### src/rtl/fill_header_tx.sv
// fill_header_tx: turns each accepted fill number into a header word stream.
// 3 words by default; defining FILL_HDR_CHECKSUM_EN adds an XOR checksum word.
module fill_header_tx #(
    parameter logic [7:0] HDR_ID = 8'hA5
) (
    input  logic        clk,
    input  logic        reset,
    input  logic        fill_valid,
    output logic        fill_ready,
    input  logic [23:0] fill_num,
    output logic [31:0] hdr_data,
    output logic        hdr_valid,
    input  logic        hdr_ready,
    output logic        hdr_last,
    output logic        seq_err,
    output logic [31:0] fills_sent
);
    localparam int unsigned DATA_W = 32;
    localparam int unsigned FILL_W = 24;

`ifdef FILL_HDR_CHECKSUM_EN
    typedef enum logic [2:0] {IDLE, W0, W1, W2, W3} state_t;
`else
    typedef enum logic [1:0] {IDLE, W0, W1, W2} state_t;
`endif

    state_t state;
    state_t state_nx;

    logic [DATA_W-1:0] timestamp;
    logic [FILL_W-1:0] expected;

    // Fields captured at acceptance, used to build words 1..3
    logic [DATA_W-1:0] ts_q;
    logic [FILL_W-1:0] exp_q;
    logic              skip_q;
`ifdef FILL_HDR_CHECKSUM_EN
    logic [FILL_W-1:0] fill_q;
`endif

    logic [DATA_W-1:0] word1_c;
    logic [DATA_W-1:0] word2_c;
`ifdef FILL_HDR_CHECKSUM_EN
    logic [DATA_W-1:0] word0_c;
    logic [DATA_W-1:0] word3_c;
`endif

    logic              accept;
    logic              done;
    logic              skip_c;
    logic              fill_ready_nx;
    logic              hdr_valid_nx;
    logic              hdr_last_nx;
    logic [DATA_W-1:0] hdr_data_nx;

    assign skip_c  = (fill_num != expected);
    assign word1_c = ts_q;
    assign word2_c = {skip_q, 7'b0, exp_q};
`ifdef FILL_HDR_CHECKSUM_EN
    assign word0_c = {HDR_ID, fill_q};
    assign word3_c = word0_c ^ word1_c ^ word2_c;
`endif

    // State register
    always_ff @(posedge clk) begin
        if (reset) begin
            state <= IDLE;
        end else begin
            state <= state_nx;
        end
    end

    // Next state and next output values; a stalled word holds everything
    always_comb begin
        state_nx     = state;
        hdr_valid_nx = hdr_valid;
        hdr_last_nx  = hdr_last;
        hdr_data_nx  = hdr_data;
        accept       = 1'b0;
        done         = 1'b0;
        case (state)
            IDLE: begin
                if (fill_valid && fill_ready) begin
                    accept       = 1'b1;
                    state_nx     = W0;
                    hdr_valid_nx = 1'b1;
                    hdr_last_nx  = 1'b0;
                    hdr_data_nx  = {HDR_ID, fill_num};
                end
            end
            W0: begin
                if (hdr_valid && hdr_ready) begin
                    state_nx    = W1;
                    hdr_data_nx = word1_c;
                end
            end
            W1: begin
                if (hdr_valid && hdr_ready) begin
                    state_nx    = W2;
                    hdr_data_nx = word2_c;
`ifndef FILL_HDR_CHECKSUM_EN
                    hdr_last_nx = 1'b1;
`endif
                end
            end
            W2: begin
                if (hdr_valid && hdr_ready) begin
`ifdef FILL_HDR_CHECKSUM_EN
                    state_nx    = W3;
                    hdr_data_nx = word3_c;
                    hdr_last_nx = 1'b1;
`else
                    state_nx     = IDLE;
                    hdr_valid_nx = 1'b0;
                    hdr_last_nx  = 1'b0;
                    done         = 1'b1;
`endif
                end
            end
`ifdef FILL_HDR_CHECKSUM_EN
            W3: begin
                if (hdr_valid && hdr_ready) begin
                    state_nx     = IDLE;
                    hdr_valid_nx = 1'b0;
                    hdr_last_nx  = 1'b0;
                    done         = 1'b1;
                end
            end
`endif
            default: begin
                state_nx     = IDLE;
                hdr_valid_nx = 1'b0;
                hdr_last_nx  = 1'b0;
            end
        endcase
        fill_ready_nx = (state_nx == IDLE);
    end

    // Registered outputs, timestamp, sequence tracking and capture fields
    always_ff @(posedge clk) begin
        if (reset) begin
            fill_ready <= 1'b1;
            hdr_valid  <= 1'b0;
            hdr_last   <= 1'b0;
            hdr_data   <= '0;
            seq_err    <= 1'b0;
            fills_sent <= '0;
            timestamp  <= '0;
            expected   <= FILL_W'(1);
            ts_q       <= '0;
            exp_q      <= '0;
            skip_q     <= 1'b0;
`ifdef FILL_HDR_CHECKSUM_EN
            fill_q     <= '0;
`endif
        end else begin
            fill_ready <= fill_ready_nx;
            hdr_valid  <= hdr_valid_nx;
            hdr_last   <= hdr_last_nx;
            hdr_data   <= hdr_data_nx;
            timestamp  <= timestamp + DATA_W'(1);
            if (accept) begin
                ts_q     <= timestamp;
                exp_q    <= expected;
                skip_q   <= skip_c;
                expected <= fill_num + FILL_W'(1);
`ifdef FILL_HDR_CHECKSUM_EN
                fill_q   <= fill_num;
`endif
                if (skip_c) begin
                    seq_err <= 1'b1;
                end
            end
            if (done) begin
                fills_sent <= fills_sent + DATA_W'(1);
            end
        end
    end

endmodule

### config.mk
export PLATFORM = sky130hd
export DESIGN_NAME = fill_header_tx
export DESIGN_NICKNAME = d
export VERILOG_FILES = /design/src/rtl/fill_header_tx.sv
export SDC_FILE = /design/constraint.sdc
export NUM_CORES = 1
export LEC_CHECK = 0
export CAP_MARGIN = 10
export CORE_ASPECT_RATIO = 1.5
export CORE_MARGIN = 3
export CORE_UTILIZATION = 39
export CTS_CLUSTER_SIZE = 28
export DETAILED_ROUTE_END_ITERATION = 8
export GPL_TIMING_DRIVEN = 0
export PLACE_DENSITY = 0.64
export SLEW_MARGIN = 10
export SYNTH_ARGS = -nofsm -noshare
export SYNTH_HDL_FRONTEND = slang
export SYNTH_SLANG_ARGS = --single-unit
### constraint.sdc
create_clock -name clk -period 5 [get_ports clk]
set_input_delay 1 -clock clk [delete_from_list [all_inputs] [get_ports clk]]
set_output_delay 1 -clock clk [all_outputs]
set_load 0.005 [all_outputs]
After elaboration in Yosys (flattened, before gate mapping). Index checks and enable logic that the tools add are counted.

Bitwise logic cells: 0. $mul: 0. Reduce and logical (&&, ||, !) cells: 11. Shifts and indexed selects: 0. Magnitude comparators: 0. Equality and inequality tests: 8. Muxes and demuxes: 19. Div/mod/pow operators: 0. Add/sub/neg operators: 3.

Operator list (number): 2-to-1 mux 32 bit (3); one-hot mux 32 bit (3 select lines) (1); adder 32 x 1 -> 32 bit, second input constant (2); adder 24 x 1 -> 24 bit, second input constant (1); inequality test 24 bit (1); 2-to-1 mux 1 bit (8); 2-to-1 mux 2 bit (4); inequality test 2 bit, second input constant (4); one-hot mux 2 bit (4 select lines) (1); AND reduction 4 bit (2); nonzero test 3 bit (2); == test 2 bit, second input constant (2); zero test 2 bit (2); one-hot mux 1 bit (3 select lines) (1); AND reduction 3 bit (1); == test 2 x 1 -> 1 bit, second input constant (1); logical AND 1 bit (2); one-hot mux 1 bit (2 select lines) (1); AND reduction 2 bit (1); nonzero test 2 bit (1).

Register bits: 183. Bits of input ports: 28. ROM bits: 0. Memories: 0. Bits in latches: 0. Output and inout bits: 68. RAM bits: 0.

Depth between registers and ports, before layout.
Depth after elaboration: 4. Gate-level depth with buffers: 9. Gate-level depth less buffers: 6.

Worst setup path after synthesis. OpenSTA, ideal clock, no wires.

Kind: in2reg. Start: in fill_num[0]. End: reg expected[20]. Cell stages on the path: 6. Path buffers: 1. Library setup time: 0.091 ns. Arrival time: 2.457 ns. Required time: 4.909 ns. Path slack: 2.452 ns. Cells stage by stage: ha_1 nand4_1 or2_0 clkbuf_1 or4_1 a311oi_1.

Cells in the longest elaborated chain, start to end: 1.

Ends and longest elaborated chain: from (decl) (line 10) `input logic [23:0] fill_num,`; adder 24 x 1 -> 24 bit (line 166) `expected <= fill_num + FILL_W'(1);`; to (signal assigned) (line 166); to (decl) (line 31) `logic [FILL_W-1:0] expected;`.

No other way between the ends. A chain may end at the register's enable or synchronous reset.

Worst setup path in the final report.
Start: in fill_num[0]. End: reg expected[22].

The elaborated chain is that of the path after synthesis.

==> key figures <==
Outcome
  • Outcome: completed

CTS
  • Clk buf depth: 2
  • H-tree levels: 4
  • CTS tree: built
  • Clock slew at reported path FFs: 60 ps
  • Hold Buf Count CTS: 0
  • CTS root buf: clkbuf_16
  • CTS resizes: 0
  • Total CTS buffers: 17
  • Clk_lat worst skew: 430 ps
  • Sink Count: 183
  • Setup Buffers After CTS: 0

STA
  • Max-slew violations: 0
  • Final worst path period need: 3270 ps
  • Unrepaired setup endpoints after global routing: no
  • PnR worst setup slack: 1730 ps
  • Final Cycle Share: 65.4%
  • Max Freq: 306 MHz
  • Final Setup Violations: 0
  • Post-route clock skew: 6.25 ps
  • Final setup TNS: 0 ps
  • Worst-margin pin slew: 732 ps
  • Final number of hold-violating endpoints: 0
  • Relative slew margins: 51.2%

Floorplan
  • Core Area: 0.0211 sq mm
  • # IOs: 96
  • Initial Util: 40.0%
  • Die height: 186 um
  • Die area: 0.0235 sq mm
  • FP Rows: 65
  • DIE WIDTH: 126 um

Placement
  • DPL Wire Length: 19300 um
  • I/O Buffers: 88
  • GP Congestion: 0.852
  • Place WS: 1340 ps

Global route
  • Gr usage total: 21.7%
  • Grt ovf: 0
  • Pin count of the biggest net entering global routing: 17
  • Vias in the first global route: 7650
  • Initial antenna violation count: 0
  • First-pass GRT wire length: 41200 um

Final layout
  • Antenna diodes: 0
  • Finished Core Util: 48.5%
  • Fill cells: 2153
  • Share of cells above drive strength 1: 5.19%
  • Area delta synth->final: 21.1%
  • Multi-input logic area: 0.00438 sq mm
  • Final nets: 1182
  • Register area: 0.00366 sq mm

Flow run
  • Max cap viols: 0

Synth
  • Number of enable flip-flop cells after synthesis: 0
  • Most common flop cell mapped by yosys: dfxtp_1
  • Netlist Area Pre-Place: 0.00846 sq mm
  • Yosys reg bits: 183
  • Cell taking the most area after synthesis: dfxtp_1
  • Top cells by area, synth: dfxtp_1 43%, nand2_1 8.7%, a21oi_1 6.9%, xnor2_1 3.6%, nor2_1 3.1%
  • Post-synthesis average cell area: 8.15 sq um
  • Syn nets: 1075
  • Post-synthesis cell count: 1038
  • Distinct cells, synth: 49
  • Top-area cell type share of the netlist area: 43.3%
  • Synth top cells by count: 195 x nand2_1, 183 x dfxtp_1, 116 x a21oi_1
  • Top-count cell post-synth: nand2_1
  • Yosys warns: 0
  • Asr flop ratio synth: 0%
  • Sequential-to-total area share from yosys stat: 43.3%

Hold path
  • Hold WC Path Type: register to register

Worst setup path
  • Reg2reg setup slack: 2190 ps
  • Crit. End Element: register
  • Critical Path RT: 5330 ps
  • CP endpoint: expected[22]
  • R2R depth: 8
  • Max FO, Critical Path: 10
  • Crit path max-delay cell type: clkdlybuf4s50_1
  • Critical Path Start Type: input pin
  • RR Startpoint: state[1]
  • Crit path kind: input pin to register
  • Endpoint of the lowest-slack register-to-register path: hdr_data[7]
  • CP cell instances: clkdlybuf4s50_1, ha_1, nand4_1, or2_0, clkbuf_1, or4_1, a311oi_1
  • Worst path arrival time: 3600 ps
  • Worst setup path startpoint: fill_num[0]
  • Delay of the slowest cell on the worst path: 670 ps

Power and ir drop
  • Int Pwr: 3040 uW
  • LEAKAGE: 0.00324 uW
  • Comb pwr share: 35.1%
  • Reg power frac: 38.0%
  • Power density over cell area: 476 mW/mm^2
  • Maximum vdd drop: 0.246 mV
  • Clk pwr share: 26.9%
  • NetSw: 1840 uW
  • Net Sw Frac: 37.7%

Routing
  • # DRC: 0
  • Drt first-iter violations: 552
  • Detailed Routing Iterations Pass 1: 6
  • Wire per inst: 18.2 um
  • Routed Wire Length: 25900 um
  • Antenna-violating nets left: 0
  • DR vias/cell: 5.66
  • Via count: 8070
kinds of logic after synthesis:
group           Yosys count  synth area share [%]
simple gates            434                  24.6
compound gates          248                  18.5
flops                   183                  43.3
buf+inv                  96                  4.91
xor+xnor                 55                  5.69
mux                      13                  1.70
fa+ha+maj                 9                  1.33
flip-flops by register name, indices dropped and copies added, names as in the netlist:
register / flops
expected: 24
skip_q: 1
fill_ready: 1
timestamp: 32
fills_sent: 32
hdr_valid: 1
state: 2
hdr_last: 1
hdr_data: 32
exp_q: 24
ts_q: 32
seq_err: 1
metrics by stage:
| step | total power (uW) | cell area (sq um) | instances | hold slack, ps |
|---|---|---|---|---|
| floorplan | 2850 | 8460 | 1038 | 426 |
| finish | 4880 | 10200 | 1425 | 456 |
| CTS | 4890 | 10200 | 1425 | 456 |
| global placement | 3570 | 9680 | 1394 | 441 |
| global route | 5150 | 10200 | 1425 | 479 |
| detailed placement | 3590 | 9680 | 1394 | 446 |
worst min path at each step:
stage | slack, ps | cells after the start | start | endpoint
4_1_cts | 460 | 2 | ts_q[31] | ts_q[31]
6_report | 460 | 2 | exp_q[1] | exp_q[1]
3_5_place_dp | 450 | 2 | hdr_data[4] | hdr_data[4]
2_1_floorplan | 430 | 1 | timestamp[0] | timestamp[0]
5_1_grt | 480 | 2 | exp_q[13] | exp_q[13]
3_3_place_gp | 440 | 2 | hdr_data[30] | hdr_data[30]
cells in the final DEF, fill, tap and decap left out, types with 12 or more instances in the layout:
cell               n
a211oi_1          16
o211ai_1          24
nand2_1          195
xor2_1            20
xnor2_1           35
nand4_1           40
nor2_1            71
clkbuf_16         17
or3_1             12
a21oi_1          116
inv_1             17
clkdlybuf4s50_1   88
dfxtp_1          183
o21ai_0           14
a22oi_1           25
nand3_1           25
o31ai_1           30
clkbuf_1          67
or4_1             30
power groups by stage:
| stage | Combinational [uW] | Sequential, uW | Clock [uW] |
|---|---|---|---|
| after floorplan | 1010 | 1850 | 0 |
| after global placement | 1690 | 1880 | 0 |
| after detailed placement | 1700 | 1880 | 0 |
| after CTS | 1710 | 1850 | 1330 |
| after global routing | 1880 | 1880 | 1390 |
| final | 1710 | 1850 | 1310 |
cell type report:
| cell class | instances | share of cell area [%] |
|---|---|---|
| Multi-Input combinational cell | 759 | 42.8 |
| Buffer | 79 | 3.43 |
| Timing Repair Buffer | 88 | 8.60 |
| Sequential cell | 183 | 35.8 |
| Tap cell | 268 | 3.27 |
| Clock buffer | 23 | 4.86 |
| Clock inverter | 8 | 0.696 |
| Inverter | 17 | 0.623 |
metal layers:
metal  track usage [%]  vias up  routed length (um)
li1                  -     3934                   -
met1              26.5     3846               10600
met2              38.5      246               13300
met3              3.21       44                1260
met4              7.60        0                 753
met5                 0        -                   0
critical path, delay by kind of cell:
| family | cells | cell delay (ps) |
|---|---|---|
| compound gates | 1 | 260 |
| fa+ha+maj | 1 | 310 |
| buf+inv | 2 | 890 |
| simple gates | 3 | 1150 |
Power figures use the tool's default switching activity.
